<file path="config.mk">
export PLATFORM = sky130hd
export DESIGN_NAME = lpc_capture_sched
export DESIGN_NICKNAME = d
export VERILOG_FILES = /design/src/rtl/lpc_capture_sched.sv
export SDC_FILE = /design/constraint.sdc
export NUM_CORES = 1
export LEC_CHECK = 0
export BUFFER_PORTS_ARGS = -buffer_cell sky130_fd_sc_hd__clkbuf_2
export CORE_ASPECT_RATIO = 1.5
export CORE_MARGIN = 2
export CORE_UTILIZATION = 57
export CTS_CLUSTER_SIZE = 10
export DETAILED_ROUTE_END_ITERATION = 10
export PLACE_DENSITY = 0.75
export SKIP_CTS_REPAIR_TIMING = 1
export SYNTH_ARGS = -nofsm -noshare
export SYNTH_HDL_FRONTEND = slang
export SYNTH_SLANG_ARGS = --single-unit
</file>
<file path="constraint.sdc">
create_clock -name lpc_clk -period 8.3 [get_ports lpc_clk]
set_input_delay 0.415 -clock lpc_clk [delete_from_list [all_inputs] [get_ports lpc_clk]]
set_output_delay 0.415 -clock lpc_clk [all_outputs]
set_load 0.005 [all_outputs]
</file>
<file path="src/rtl/lpc_capture_sched.sv">
// Turns the LPC decoder's level-type completion flag into capture events, queues the
// records and serialises them as framed bytes (data frames and overflow notices).
module lpc_capture_sched #(
   parameter int unsigned FIFO_DEPTH = 16,
   parameter logic [7:0]  SYNC_BYTE  = 8'hA5,
   parameter logic [7:0]  OVF_BYTE   = 8'h5A
) (
   input  logic                          lpc_clk,
   input  logic                          lpc_reset,
   input  logic                          enable,
   input  logic                          cap_done,
   input  logic [15:0]                   cap_addr,
   input  logic [7:0]                    cap_data,
   output logic [7:0]                    tx_data,
   output logic                          tx_valid,
   input  logic                          tx_ready,
   output logic [$clog2(FIFO_DEPTH):0]   fifo_level,
   output logic [7:0]                    drop_count,
   output logic                          busy
);

   localparam int unsigned AW = $clog2(FIFO_DEPTH);
   localparam int unsigned LW = AW + 1;
   localparam logic [LW-1:0] FULL_LVL = LW'(FIFO_DEPTH);

   typedef enum logic [2:0] {IDLE, D_SYNC, D_AH, D_AL, D_DATA, O_MARK, O_CNT} state_t;

   state_t        state, state_nxt;
   logic          cap_done_q;
   logic [23:0]   fifo_mem [FIFO_DEPTH];
   logic [AW-1:0] wr_ptr, rd_ptr;
   logic [23:0]   hold_rec;
   logic [7:0]    ovf_snap;
   logic          ovf_pending;

   logic cap_event, pop, full, wr_en, drop, xfer, ovf_clear;

   assign cap_event = cap_done & ~cap_done_q;
   assign pop       = (state == IDLE) && !ovf_pending && (fifo_level != '0);
   assign full      = (fifo_level == FULL_LVL);
   // A pop on the same edge frees a slot, so a full FIFO still accepts the write.
   assign wr_en     = cap_event & enable & (~full | pop);
   assign drop      = cap_event & enable & ~wr_en;
   assign xfer      = tx_valid & tx_ready;
   assign ovf_clear = xfer && (state == O_CNT);

   always_ff @(posedge lpc_clk) begin
      if (wr_en) fifo_mem[wr_ptr] <= {cap_addr, cap_data};
   end

   always_ff @(posedge lpc_clk or negedge lpc_reset) begin
      if (!lpc_reset) begin
         cap_done_q  <= 1'b1;
         wr_ptr      <= '0;
         rd_ptr      <= '0;
         fifo_level  <= '0;
         hold_rec    <= '0;
         ovf_snap    <= '0;
         ovf_pending <= 1'b0;
         drop_count  <= '0;
      end else begin
         cap_done_q <= cap_done;
         if (wr_en) wr_ptr <= wr_ptr + AW'(1);
         if (pop) begin
            rd_ptr   <= rd_ptr + AW'(1);
            hold_rec <= fifo_mem[rd_ptr];
         end
         case ({wr_en, pop})
            2'b10:   fifo_level <= fifo_level + LW'(1);
            2'b01:   fifo_level <= fifo_level - LW'(1);
            default: fifo_level <= fifo_level;
         endcase
         if (state == IDLE && ovf_pending) ovf_snap <= drop_count;
         // A drop coinciding with the notice's final byte starts the next count at 1.
         if (ovf_clear) begin
            drop_count  <= drop ? 8'd1 : 8'd0;
            ovf_pending <= drop;
         end else if (drop) begin
            if (drop_count != '1) drop_count <= drop_count + 8'd1;
            ovf_pending <= 1'b1;
         end
      end
   end

   always_ff @(posedge lpc_clk or negedge lpc_reset) begin
      if (!lpc_reset) state <= IDLE;
      else            state <= state_nxt;
   end

   always_comb begin
      state_nxt = state;
      case (state)
         IDLE: begin
            if (ovf_pending)            state_nxt = O_MARK;
            else if (fifo_level != '0)  state_nxt = D_SYNC;
         end
         D_SYNC: if (xfer) state_nxt = D_AH;
         D_AH:   if (xfer) state_nxt = D_AL;
         D_AL:   if (xfer) state_nxt = D_DATA;
         D_DATA: if (xfer) state_nxt = IDLE;
         O_MARK: if (xfer) state_nxt = O_CNT;
         O_CNT:  if (xfer) state_nxt = IDLE;
         default:          state_nxt = IDLE;
      endcase
   end

   // Outputs decode only flops, so tx_ready never reaches tx_valid/tx_data combinationally.
   always_comb begin
      tx_valid = (state != IDLE);
      tx_data  = '0;
      case (state)
         D_SYNC:  tx_data = SYNC_BYTE;
         D_AH:    tx_data = hold_rec[23:16];
         D_AL:    tx_data = hold_rec[15:8];
         D_DATA:  tx_data = hold_rec[7:0];
         O_MARK:  tx_data = OVF_BYTE;
         O_CNT:   tx_data = ovf_snap;
         default: tx_data = '0;
      endcase
      busy = (state != IDLE) || (fifo_level != '0) || ovf_pending;
   end

endmodule
</file>
# Word level (Yosys, flattened, before mapping)
# Memory sizes are Yosys's and may differ from the RTL's. A register that Yosys moved wholly into a read port is not among the register bits.
# Cells that the tools add are included.
# classes
muxes,18
n_addsub,5
n_bitwise,9
n_eq_ne,16
n_reduce_logical,17
# op_table
op,count
8-bit one-hot mux with 6 select lines,1
8-bit two-way mux,3
3-bit two-way mux,7
3-bit one-hot mux with 6 select lines,1
5-bit one-hot mux with 2 select lines,1
3-bit == test (second input constant),3
4-bit by 1-bit adder with 4-bit output (second input constant),2
8-bit by 1-bit adder with 8-bit output (second input constant),1
2-bit inequality test (second input constant),4
8-bit inequality test (second input constant),1
3-bit by 2-bit == test with 1-bit output (second input constant),2
6-bit AND reduction,1
2-bit nonzero test,3
5-bit by 1-bit adder with 5-bit output (second input constant),1
1-bit AND,5
5-bit == test (second input constant),1
1-bit two-way mux,5
5-bit nonzero test,1
5-bit by 1-bit subtractor with 5-bit output (second input constant),1
1-bit logical AND,4
3-bit by 1-bit == test with 1-bit output (second input constant),1
3-bit zero test,1
3-bit by 2-bit inequality test with 1-bit output (second input constant),1
1-bit inverter,3
9 further kinds,11
# totals
in_bits,29
out_inout_bits,23
n_memories,1
regBits,34
wordCells,74
mem_bits_rw,384
# memory_table
name,depth,word_bits,read_ports,rd_ports_with_merged_regs,wr,line_no,source
fifo_mem,16,24,1,1,1,30,logic [23:0] fifo_mem [FIFO_DEPTH];

# Depth between registers and ports, before layout
# logic_depth
ltp_word,9
depth_mapped,12
ltp_nobuf,9

# Worst setup path after synthesis
# No wires, ideal clock.
# synth_path
path_type,reg2reg
startpoint,register state[1]
endpoint,memory fifo_mem[3][0] (enable)
path_stages_with_launch,6
t_required_ns,7.865
synth_period_minus_slack_ns,3.743
path_buffers,1
setup_slack_ns,4.557
arrival_ns,3.308
path_cell_list,dfrtp_1 -> buf_2 -> or4_4 -> a31oi_2 -> nand2_1 -> nor3_1
# synth_via
elab_chain_cells,7
# synth_lines
item,line_no,source
from (decl),28,"state_t state, state_nxt;"
from (signal assigned),87,else state <= state_nxt;
3-bit zero test,39,assign pop = (state == IDLE) && !ovf_pending && (fifo_level != '0);
1-bit logical AND (2 in a row),39,
1-bit bitwise OR,42,assign wr_en = cap_event & enable & (~full | pop);
1-bit AND,42,
1-bit two-way mux,48,"if (wr_en) fifo_mem[wr_ptr] <= {cap_addr, cap_data};"
1-bit two-way mux (not written as such),48,
to (decl),30,
# No other way between the ends.

# Worst setup path in the final report
# layout_path
startpoint,register state[2]
endpoint,register fifo_level[4]
# layout_via
elab_chain_cells,7
# layout_lines
item,line_no,source
3-bit zero test (*),39,
1-bit logical AND (*) (2 in a row),39,
1-bit bitwise OR,42,
1-bit AND,42,
2-bit by 1-bit == test with 1-bit output / 2-bit == test (equally long branches),68,"case ({wr_en, pop})"
5-bit one-hot mux with 2 select lines / 2-bit nonzero test (equally long branches),n/a,
to (signal assigned),69,2'b10: fifo_level <= fifo_level + LW'(1);
to (signal assigned),70,2'b01: fifo_level <= fifo_level - LW'(1);
to (signal assigned),71,default: fifo_level <= fifo_level;
to (decl),17,"output logic [$clog2(FIFO_DEPTH):0] fifo_level,"
# Every way passes the cells marked *; elsewhere a longest branch is shown, timed or not.
# A chain may end at the register's enable or synchronous reset.

==> flow_metrics.env <==
export IMPL_status="finished, final reports clean"
export IMPL_power_density_nw_per_um2=332
export IMPL_yosysTopAreaCell="edfxtp_1"
export IMPL_design_core_area_um2=30200
export IMPL_avgSynthCellArea_um2=19.9
export IMPL_drive_gt1_share_pct=28.4
export IMPL_rsz0062_at_grt="no"
export IMPL_synth_top_family_by_area="multiplexers"
export IMPL_top_layer="met4"
export IMPL_yosys_warnings=0
export IMPL_ant_nets=0
export IMPL_slew_violations=0
export IMPL_fmax_mhz=262
export IMPL_grtUsageTotal_pct=24.0
export IMPL_start_util_pct=57.7
export IMPL_cts_root_buffer="clkbuf_16"
export IMPL_min_period_ns=3.82
export IMPL_finalWirelength_um=37200
export IMPL_ys_ff_latch=442
export IMPL_hold_violations=0
export IMPL_clk_latency_ns=0.57
export IMPL_path_clk_slew_ns=0.06
export IMPL_crit_top_cell="o221ai_1"
export IMPL_cts_inserted_buffers=50
export IMPL_cp_end_kind="register"
export IMPL_finalSetupViolations=0
export IMPL_finalWeightedCongestion=0.810
export IMPL_cp_max_fo=54
export IMPL_dr_wl_met2_um=19200
export IMPL_viasPerCell=6.39
export IMPL_gr_total_overflow=0
export IMPL_synthDominantCellAreaShare_pct=66.3
export IMPL_cap_violations=0
export IMPL_place_hpwl_um=19800
export IMPL_rows=78
export IMPL_antenna_cells=0
export IMPL_area_growth_syn_to_layout_pct=12.7
export IMPL_met3_length_um=2280
export IMPL_cts_max_level=2
export IMPL_firstDrtPassIters=5
export IMPL_netlist_area_um2=17400
export IMPL_synth_fa_ha_area_share_pct=0.763
export IMPL_critPathSlowestCell="o21a_2"
export IMPL_die_area_um2=32000
export IMPL_design_area_um2=19600
export IMPL_post_drt_wl_per_cell_um=27.0
export IMPL_fin_nets=978
export IMPL_grt_pass1_vias=9139
export IMPL_initialDrtViolationCount=686
export IMPL_cts_sinks=442
export IMPL_synth_cells_most_frequent="edfxtp_1, mux4_2, dfrtp_1, o22ai_1, a21oi_1"
export IMPL_async_flop_share_pct=13.1
export IMPL_ioPinCount=52
export IMPL_die_h_um=218
export IMPL_hold_path_class="in -> reg"
export IMPL_grt_pass1_wl_um=56400
export IMPL_pwr_share_comb_pct=26.1
export IMPL_worst_slew_pin_transition_ns=1.27
export IMPL_die_width_um=147
export IMPL_yosysMostFrequentCell="edfxtp_1"
export IMPL_synth_edff_count=384
export IMPL_p_sw_mw=1.92
export IMPL_grt_max_degree=71
export IMPL_cts_tree="done"
export IMPL_crit_arrival_ns=4.24
export IMPL_final_period_utilization_pct=46.0
export IMPL_synthMuxAreaShare_pct=15.3
export IMPL_crit_required_ns=8.73
export IMPL_drcViolationCount=0
export IMPL_power_frac_seq_pct=43.5
export IMPL_p_int_mw=4.58
export IMPL_leakage_nw=6.45
export IMPL_ir_worst_vdd_v=0.000187
export IMPL_worstSetupPathType="reg -> reg"
export IMPL_clock_skew_ns=0.0164
export IMPL_yosysUniqueCellTypes=52
export IMPL_crit_chain="nor4_4 > o21a_2 > nand2_1 > fa_1 > nor2b_1 > o221ai_1 > o221ai_1 > o221ai_1"
export IMPL_start_kind="register"
export IMPL_synthCells=876
export IMPL_p_sw_share_pct=29.6
export IMPL_synthFlopType="edfxtp_1"
export IMPL_mappedNetlistNets=915
export IMPL_port_buffers=51
export IMPL_synth_compound_area_share_pct=4.75
export IMPL_vias=8815
export IMPL_finalSetupTns_ns=0
export IMPL_cpPeakStageDelay_ns=1.05
export IMPL_seq_area_frac_synth_pct=74.6
export IMPL_relSlewSlack_pct=15.2
export IMPL_synth_simple_area_share_pct=2.54
export IMPL_antenna_found_initial=0
export IMPL_clk_path_buf_depth=3
export IMPL_ys_top_cells_by_area="edfxtp_1, mux4_2, dfrtp_1"
export IMPL_dpl_cell_area_um2=18100
export IMPL_p_clk_share_pct=30.4
export IMPL_wl_met1_um=14200
export IMPL_synth_xor_area_share_pct=0.453
layout by cell type, fill, tap and decap left out, types with 4 or more instances in the layout:
| cell | Yosys | layout |
|---|---|---|
| buf_4 | 0 | 11 |
| inv_1 | 12 | 12 |
| mux2_2 | 34 | 34 |
| or4_1 | 4 | 4 |
| mux2i_1 | 8 | 8 |
| dfrtp_1 | 57 | 55 |
| nor2_4 | 0 | 12 |
| nand2b_1 | 6 | 5 |
| clkbuf_2 | 0 | 51 |
| edfxtp_1 | 384 | 384 |
| clkbuf_16 | 0 | 50 |
| nand2_1 | 22 | 22 |
| a21oi_1 | 42 | 42 |
| ha_1 | 9 | 9 |
| xnor2_1 | 8 | 8 |
| nand4_1 | 6 | 6 |
| nor2_1 | 18 | 6 |
| o22ai_1 | 49 | 49 |
| nand3_1 | 4 | 4 |
| nor3_2 | 0 | 4 |
| o21ai_0 | 6 | 6 |
| o221ai_1 | 6 | 6 |
| mux4_2 | 96 | 96 |
| clkbuf_1 | 29 | 37 |
flip-flops by register name (all words and copies together), names as in the netlist:
| signal | cells |
|---|---|
| fifo_mem | 384 |
| ovf_snap | 8 |
| fifo_level | 5 |
| rd_ptr | 4 |
| drop_count | 8 |
| hold_rec | 24 |
| state | 3 |
| cap_done_q | 1 |
| wr_ptr | 4 |
| ovf_pending | 1 |
final cells by class:
class                   count  area, um2
well taps                 400        500
multi-input cells         369       4250
clock inverters             5       67.6
flip-flops and latches    442      13000
clock buffers              87       1390
inverters                  12       45.0
repair buffers             64        358
fillers                  1890      10600
logic make-up after synthesis:
family / after synthesis
buf+inv: 65
mux: 140
flops: 442
simple gates: 82
fa+ha+maj: 10
xor+xnor: 9
compound gates: 128
worst max-delay path: cells and delay by family, from the launching register on:
family                     cells  cell delay [ns]
adders and majority gates      1             0.46
AOI/OAI and AO/OA              4             1.60
and+or+nand+nor                3             0.94
DFF                            1             0.66
power groups by stage:
stage                     clock network (mW)  logic (mW)  registers, mW
after floorplan                            0        1.40           2.69
after global placement                     0        1.65           2.87
after detailed placement                   0        1.68           2.87
after CTS                               2.00        1.70           2.83
after global routing                    2.09        1.83           2.86
final                                   1.98        1.70           2.83
per-layer routing:
metal,global-route usage [%],up-vias
met1,31.4,4589
met3,3.72,87
li1,-,3757
met5,0,-
met4,11.5,0
met2,40.1,382
final timing paths:
path                                         start                        end  slack [ns]  depth (start not counted)
setup / recovery              state[2]$_DFFE_PN0P_  fifo_level[4]$_DFFE_PN0P_        4.48                          8
hold / removal                            tx_ready       state[1]$_DFFE_PN0P_        0.22                          3
setup reg to reg              state[2]$_DFFE_PN0P_  fifo_level[4]$_DFFE_PN0P_        4.48                          8
hold reg to reg            ovf_snap[7]$_DFFE_PN0P_    ovf_snap[7]$_DFFE_PN0P_        0.51                          1
max in group asynchronous                lpc_reset      rd_ptr[2]$_DFFE_PN0P_        6.94                          3
min in group asynchronous                lpc_reset  fifo_level[1]$_DFFE_PN0P_        0.32                          2
stage by stage:
stage | hold WS (ns) | power, mW | setup WS, ns | util [%] | std cells
2_1_floorplan | 0.119 | 4.08 | 4.56 | - | 876
3_3_place_gp | 0.368 | 4.52 | 4.65 | 60.1 | 1285
3_5_place_dp | 0.366 | 4.56 | 4.52 | 60.1 | 1285
4_1_cts | -0.234 | 6.53 | 4.49 | 64.9 | 1377
5_1_grt | 0.217 | 6.77 | 4.19 | 65.0 | 1379
6_report | 0.222 | 6.50 | 4.48 | 65.0 | 1379
(Power assumes the default switching activity.)
